`src/rtl/aes_pkg.sv`:
```
// rtl/aes_pkg.sv - AES-128 key schedule constants, round constants and FSM state type
package aes_pkg;

    localparam int NK     = 4;
    localparam int NR     = 10;
    localparam int NWORDS = NK * (NR + 1);

    typedef enum logic {
        ST_IDLE   = 1'b0,
        ST_EXPAND = 1'b1
    } kx_state_e;

    // Round constant for round 1..10; index 0 and out-of-range return zero
    function automatic logic [7:0] rcon(input logic [3:0] round);
        logic [7:0] rc;
        case (round)
            4'd1:    rc = 8'h01;
            4'd2:    rc = 8'h02;
            4'd3:    rc = 8'h04;
            4'd4:    rc = 8'h08;
            4'd5:    rc = 8'h10;
            4'd6:    rc = 8'h20;
            4'd7:    rc = 8'h40;
            4'd8:    rc = 8'h80;
            4'd9:    rc = 8'h1b;
            4'd10:   rc = 8'h36;
            default: rc = 8'h00;
        endcase
        return rc;
    endfunction

endpackage

```
`src/rtl/aes_sbox.sv`:
```
// rtl/aes_sbox.sv - AES forward S-box, purely combinational byte substitution
module aes_sbox (
    input  logic [7:0] data_i,
    output logic [7:0] data_o
);

    localparam logic [7:0] SBOX [256] = '{
        8'h63, 8'h7c, 8'h77, 8'h7b, 8'hf2, 8'h6b, 8'h6f, 8'hc5, 8'h30, 8'h01, 8'h67, 8'h2b, 8'hfe, 8'hd7, 8'hab, 8'h76,
        8'hca, 8'h82, 8'hc9, 8'h7d, 8'hfa, 8'h59, 8'h47, 8'hf0, 8'had, 8'hd4, 8'ha2, 8'haf, 8'h9c, 8'ha4, 8'h72, 8'hc0,
        8'hb7, 8'hfd, 8'h93, 8'h26, 8'h36, 8'h3f, 8'hf7, 8'hcc, 8'h34, 8'ha5, 8'he5, 8'hf1, 8'h71, 8'hd8, 8'h31, 8'h15,
        8'h04, 8'hc7, 8'h23, 8'hc3, 8'h18, 8'h96, 8'h05, 8'h9a, 8'h07, 8'h12, 8'h80, 8'he2, 8'heb, 8'h27, 8'hb2, 8'h75,
        8'h09, 8'h83, 8'h2c, 8'h1a, 8'h1b, 8'h6e, 8'h5a, 8'ha0, 8'h52, 8'h3b, 8'hd6, 8'hb3, 8'h29, 8'he3, 8'h2f, 8'h84,
        8'h53, 8'hd1, 8'h00, 8'hed, 8'h20, 8'hfc, 8'hb1, 8'h5b, 8'h6a, 8'hcb, 8'hbe, 8'h39, 8'h4a, 8'h4c, 8'h58, 8'hcf,
        8'hd0, 8'hef, 8'haa, 8'hfb, 8'h43, 8'h4d, 8'h33, 8'h85, 8'h45, 8'hf9, 8'h02, 8'h7f, 8'h50, 8'h3c, 8'h9f, 8'ha8,
        8'h51, 8'ha3, 8'h40, 8'h8f, 8'h92, 8'h9d, 8'h38, 8'hf5, 8'hbc, 8'hb6, 8'hda, 8'h21, 8'h10, 8'hff, 8'hf3, 8'hd2,
        8'hcd, 8'h0c, 8'h13, 8'hec, 8'h5f, 8'h97, 8'h44, 8'h17, 8'hc4, 8'ha7, 8'h7e, 8'h3d, 8'h64, 8'h5d, 8'h19, 8'h73,
        8'h60, 8'h81, 8'h4f, 8'hdc, 8'h22, 8'h2a, 8'h90, 8'h88, 8'h46, 8'hee, 8'hb8, 8'h14, 8'hde, 8'h5e, 8'h0b, 8'hdb,
        8'he0, 8'h32, 8'h3a, 8'h0a, 8'h49, 8'h06, 8'h24, 8'h5c, 8'hc2, 8'hd3, 8'hac, 8'h62, 8'h91, 8'h95, 8'he4, 8'h79,
        8'he7, 8'hc8, 8'h37, 8'h6d, 8'h8d, 8'hd5, 8'h4e, 8'ha9, 8'h6c, 8'h56, 8'hf4, 8'hea, 8'h65, 8'h7a, 8'hae, 8'h08,
        8'hba, 8'h78, 8'h25, 8'h2e, 8'h1c, 8'ha6, 8'hb4, 8'hc6, 8'he8, 8'hdd, 8'h74, 8'h1f, 8'h4b, 8'hbd, 8'h8b, 8'h8a,
        8'h70, 8'h3e, 8'hb5, 8'h66, 8'h48, 8'h03, 8'hf6, 8'h0e, 8'h61, 8'h35, 8'h57, 8'hb9, 8'h86, 8'hc1, 8'h1d, 8'h9e,
        8'he1, 8'hf8, 8'h98, 8'h11, 8'h69, 8'hd9, 8'h8e, 8'h94, 8'h9b, 8'h1e, 8'h87, 8'he9, 8'hce, 8'h55, 8'h28, 8'hdf,
        8'h8c, 8'ha1, 8'h89, 8'h0d, 8'hbf, 8'he6, 8'h42, 8'h68, 8'h41, 8'h99, 8'h2d, 8'h0f, 8'hb0, 8'h54, 8'hbb, 8'h16
    };

    assign data_o = SBOX[data_i];

endmodule

```
`src/rtl/key_expansion.sv`:
```
// rtl/key_expansion.sv - AES-128 key schedule generator; KEYEXP_FAST_EN selects one round key per cycle
module key_expansion
    import aes_pkg::*;
(
    input  logic                  Clk,
    input  logic                  Reset_n,
    input  logic                  Start,
    input  logic [127:0]          Cipherkey,
    output logic [32*NWORDS-1:0]  KeyExp,
    output logic                  Busy,
    output logic                  Done,
    output logic                  KeyValid
);

    localparam int         KW        = 32 * NWORDS;
    localparam logic [5:0] FIRST_CNT = 6'(NK);
    localparam logic [5:0] SAT_CNT   = 6'(NWORDS - 1);
`ifdef KEYEXP_FAST_EN
    localparam logic [5:0] STEP      = 6'(NK);
    localparam logic [5:0] LAST_CNT  = 6'(NK * NR);
`else
    localparam logic [5:0] STEP      = 6'd1;
    localparam logic [5:0] LAST_CNT  = 6'(NWORDS - 1);
`endif

    kx_state_e     state_q, state_d;
    logic [5:0]    cnt_q, cnt_d;        // index of the next word to produce
    logic [KW-1:0] keyexp_q, keyexp_d;
    logic [127:0]  win_q, win_d;        // w(i-4)..w(i-1), oldest word on top
    logic          done_q, done_d;
    logic          valid_q, valid_d;

    logic [KW-1:0] keyexp_upd;
    logic [127:0]  win_upd;
    logic [31:0]   rot_word;
    logic [31:0]   sub_word;
    logic [31:0]   temp_rc;

    // SubWord(RotWord(w(i-1))) is only ever needed for the newest word in the window
    assign rot_word = {win_q[23:0], win_q[31:24]};

    for (genvar g = 0; g < 4; g++) begin : g_sbox
        aes_sbox u_sbox (
            .data_i (rot_word[8*g +: 8]),
            .data_o (sub_word[8*g +: 8])
        );
    end

    assign temp_rc = sub_word ^ {rcon(cnt_q[5:2]), 24'h0};

`ifdef KEYEXP_FAST_EN
    logic [31:0]  fw0, fw1, fw2, fw3;
    logic [127:0] round_key;

    // Whole round key per cycle: four chained XORs from the previous round key
    always_comb begin
        fw0        = win_q[127:96] ^ temp_rc;
        fw1        = win_q[95:64]  ^ fw0;
        fw2        = win_q[63:32]  ^ fw1;
        fw3        = win_q[31:0]   ^ fw2;
        round_key  = {fw0, fw1, fw2, fw3};
        keyexp_upd = keyexp_q;
        // cnt_q = 4r here, so the round key lands at bit 128r = 32*cnt_q
        keyexp_upd[{cnt_q, 5'd0} +: 128] = round_key;
        win_upd    = round_key;
    end
`else
    logic [31:0] temp;
    logic [31:0] w_new;
    logic [10:0] word_base;

    // One word per cycle; word j of round r sits at 128r + 96 - 32j
    always_comb begin
        temp       = (cnt_q[1:0] == 2'b00) ? temp_rc : win_q[31:0];
        w_new      = win_q[127:96] ^ temp;
        word_base  = {cnt_q[5:2], 7'd0} + 11'd96 - {4'd0, cnt_q[1:0], 5'd0};
        keyexp_upd = keyexp_q;
        keyexp_upd[word_base +: 32] = w_new;
        win_upd    = {win_q[95:0], w_new};
    end
`endif

    // Next-state: accept Start only when idle, step the schedule while expanding
    always_comb begin
        state_d  = state_q;
        cnt_d    = cnt_q;
        keyexp_d = keyexp_q;
        win_d    = win_q;
        done_d   = 1'b0;
        valid_d  = valid_q;
        case (state_q)
            ST_IDLE: begin
                if (Start) begin
                    keyexp_d = {{(KW-128){1'b0}}, Cipherkey};
                    win_d    = Cipherkey;
                    cnt_d    = FIRST_CNT;
                    valid_d  = 1'b0;
                    state_d  = ST_EXPAND;
                end
            end
            ST_EXPAND: begin
                keyexp_d = keyexp_upd;
                win_d    = win_upd;
                if (cnt_q >= LAST_CNT) begin
                    cnt_d   = SAT_CNT;
                    done_d  = 1'b1;
                    valid_d = 1'b1;
                    state_d = ST_IDLE;
                end else begin
                    cnt_d = cnt_q + STEP;
                end
            end
        endcase
    end

    // State and schedule registers; reset clears everything including a partial schedule
    always_ff @(posedge Clk or negedge Reset_n) begin
        if (!Reset_n) begin
            state_q  <= ST_IDLE;
            cnt_q    <= 6'd0;
            keyexp_q <= '0;
            win_q    <= '0;
            done_q   <= 1'b0;
            valid_q  <= 1'b0;
        end else begin
            state_q  <= state_d;
            cnt_q    <= cnt_d;
            keyexp_q <= keyexp_d;
            win_q    <= win_d;
            done_q   <= done_d;
            valid_q  <= valid_d;
        end
    end

    assign KeyExp   = keyexp_q;
    assign Busy     = (state_q == ST_EXPAND);
    assign Done     = done_q;
    assign KeyValid = valid_q;

endmodule

```
`config.mk`:
```
export PLATFORM = sky130hd
export DESIGN_NAME = key_expansion
export DESIGN_NICKNAME = d
export VERILOG_FILES = /design/src/rtl/aes_pkg.sv /design/src/rtl/aes_sbox.sv /design/src/rtl/key_expansion.sv
export SDC_FILE = /design/constraint.sdc
export NUM_CORES = 2
export LEC_CHECK = 0
export BUFFER_PORTS_ARGS = -buffer_cell sky130_fd_sc_hd__clkbuf_2
export CAP_MARGIN = 20
export CORE_AREA = 2 2 604 606
export CTS_CLUSTER_DIAMETER = 60
export CTS_CLUSTER_SIZE = 30
export DETAILED_ROUTE_END_ITERATION = 10
export DIE_AREA = 0 0 606 608
export SYNTH_ARGS = -nofsm -noshare
export SYNTH_HDL_FRONTEND = slang
export SYNTH_SLANG_ARGS = --single-unit
```
`constraint.sdc`:
```
create_clock -name Clk -period 5.2 [get_ports Clk]
set_input_delay 0.52 -clock Clk [delete_from_list [all_inputs] [get_ports Clk]]
set_output_delay 0.52 -clock Clk [all_outputs]
set_load 0.05 [all_outputs]
```
==> summary.txt <==
Slew headroom -> 12.5%
wirelength, routed -> 446000 um
CORE AREA -> 362000 um^2
Via density -> 5.11
Least-Margin Pin Slew -> 1.31 ns
Tot GR Track Use -> 23.2%
outcome -> finished, final reports clean
Area after DPL -> 88400 um^2
Net Count, Synth -> 7957
synth warn -> 0
Post-synth EDFFs -> 0
Post-Place Setup Slack -> 0.597 ns
# fillers -> 38800
nature of the critical path startpoint -> flip-flop
vias in the first global route -> 67900
largest family of logic cells by synthesized area -> compound AO/OA/AOI/OAI gates
DR WL/cell -> 31.6 um
I/O pins -> 1542
TritonCTS clock tree -> built
CP endpoint kind -> flip-flop
Root Driver -> clkbuf_16
DRT antenna net count -> 0
Starting Density -> 20.1%
largest net degree at the start of global routing -> 188
Max-Cap Viols -> 0
compound-gate portion of the synthesized area -> 22.0%
post-cts resize count -> 0
Sequential cell area -> 38700 um^2
Yosys cell types -> 101
Primary FF master, synth -> dfrtp_1
Die Footprint -> 368000 um^2
DRC Markers -> 0
fin crit share -> 91.0%
first-pass GRT wire length -> 598000 um
Arrival @ worst endpoint -> 5.44 ns
Fin. Hold Viols -> 0
average instance area after synthesis -> 9.36 um^2
Mapped Cells -> 7763
Die Height -> 608 um
DR pass1 iterations -> 6
PortBufs -> 1541
multi-input logic area -> 31400 um^2
CP required -> 5.91 ns
commonest cells after routing, fill and taps aside -> clkbuf_2 (1540), dfrtp_1 (1533), o21ai_0 (1442)
crit path time final -> 4.73 ns
most common cell after layout, fill and taps aside -> clkbuf_2
Worst Hold Depth -> 3
worst-path maximum fanout -> 36
async set or reset register ratio after synthesis -> 100%
r2r worst-path depth -> 12
mux share of post-synthesis cell area -> 2.88%
post-CTS setup buffer count -> 0
Num Clock Sinks -> 1545
Cell Area, Synth -> 72700 um^2
Setup Viol. Count Final -> 0
post-DP HPWL -> 324000 um
hold crit path type -> input pin to flip-flop
Synth Area in Simple Gates -> 14.8%
P&R area growth vs syn -> 30.5%
final max-slew violation count -> 0
Routability Congestion -> 0.980
#FFs+latches synth -> 1545
Rows -> 221
Reg clk slew, reported paths -> 0.07 ns
CTS buffer count -> 155
TNS Setup -> 0 ns
layout cells sized above 1 -> 27.3%
critical path class -> flip-flop to flip-flop
later-pin clock latency in the skew report -> 0.92 ns
CTS Hold Bufs -> 73
RSZ-0062 raised after global routing -> false
adder-cell area share of the yosys netlist -> 1.08%
Initial DRC Count -> 9744
Final Cell Area -> 94900 um^2
WHS -> 0.0443 ns
sequential area share after synthesis -> 53.2%
Layout Skew -> 0.101 ns
initial antenna violation count -> 100
Clock Path Buffers -> 4
gr ovfl total -> 0
PnR worst setup slack -> 0.467 ns
via count -> 72200
Die Wd -> 606 um
Peak Freq -> 211 MHz
number of nets in the layout -> 9343
H-tree levels -> 4
synthesized-area fraction occupied by xor and xnor cells -> 1.08%
==> synth_stat cells, types with 19 or more instances <==
cell type     n  area (um^2)
a211oi_1     46          345
a211o_1      19          166
o21ai_2      20          175
mux4_2       64         1440
buf_2       123          616
buf_1        27          101
a31oi_1      71          444
inv_1        41          154
nor3_1       76          380
nand2_1    1249         4690
o22ai_1      19          119
o211ai_1     43          323
nor3b_1     110          826
and2_1       30          188
mux2i_1      49          490
o31ai_1      25          188
nor2b_1      73          457
xor2_1       34          298
a311oi_1     30          263
a21oi_1     438         2190
o221ai_1     22          193
dfrtp_1    1545        38700
xnor2_1      46          403
ha_1         63          788
a22o_1       83          727
and3_1       22          138
o311ai_0     27          236
clkbuf_1    617         2320
nand2b_1     90          563
o21ai_1      46          230
nor2_1      240          901
o21ai_0    1442         7220
or2_2        23          144
a22oi_1     105          788
nand3_1     391         1960
a221oi_1     85          744
buf_4        25          188
or3_1        19          119
==> path summary, 6_finish.rpt <==
path | start | to | slack (ns)
max in group asynchronous | Reset_n | KeyExp[203] | 3.34
min reg2reg | win_q[39] | win_q[71] | 0.48
max | win_q[17] | KeyExp[223] | 0.47
min in group asynchronous | Reset_n | KeyExp[1008] | 0.28
min | Cipherkey[126] | win_q[126] | 0.04
max reg2reg | win_q[17] | KeyExp[223] | 0.47
==> cell type report <==
cell class,count,area share (%)
Multi-Input combinational cell,5349,33.1
Antenna cell,61,0.161
Clock inverter,112,1.63
Timing Repair Buffer,2042,13.5
Tap cell,4794,6.32
Clock buffer,168,4.24
Sequential cell,1545,40.8
Inverter,56,0.229
==> layer usage <==
metal	global-route usage [%]	vias up	share of wire, %
met5	0	-	0.051
met4	16.9	34	8.3
li1	-	30300	-
met2	35.7	4695	45
met1	28.2	36100	37
met3	5.59	1113	9.7
==> worst max-delay path: stages, from the launching register on <==
cell      delay, ns
dfrtp_1        0.35
buf_4          0.39
ha_1           0.74
nand2b_1       0.50
nand4_1        0.29
nand3_1        0.20
a221oi_1       0.38
a21oi_1        0.13
xnor2_1        0.46
mux2i_1        0.27
xor2_4         0.24
buf_12         0.24
o21ai_0        0.16
==> metrics by stage <==
| stage | util, % | cells |
|---|---|---|
| after global placement | 24.4 | 13700 |
| after CTS | 26.2 | 14100 |
| final | 26.2 | 14100 |
| after detailed placement | 24.4 | 13700 |
| after global routing | 26.2 | 14100 |
| after floorplan | - | 7763 |
==> state kept, by name, indices dropped and copies added, names as in the netlist <==
signal	cells
cnt_q	6
KeyValid	1
win_q	128
Done	1
Busy	1
KeyExp	1408
==> cells by family after synthesis <==
| logic type | Yosys count |
|---|---|
| AO/OA/AOI/OAI | 2698 |
| AND/OR/NAND/NOR | 2378 |
| flip-flops | 1545 |
| buffers and inverters | 869 |
| multiplexers | 126 |
| XOR/XNOR | 84 |
| adder cells (fa/ha/maj) | 63 |
Power is left out: the tool's default activity adds up to more than one toggle a clock period on the data nets, which glitch-free logic cannot reach.
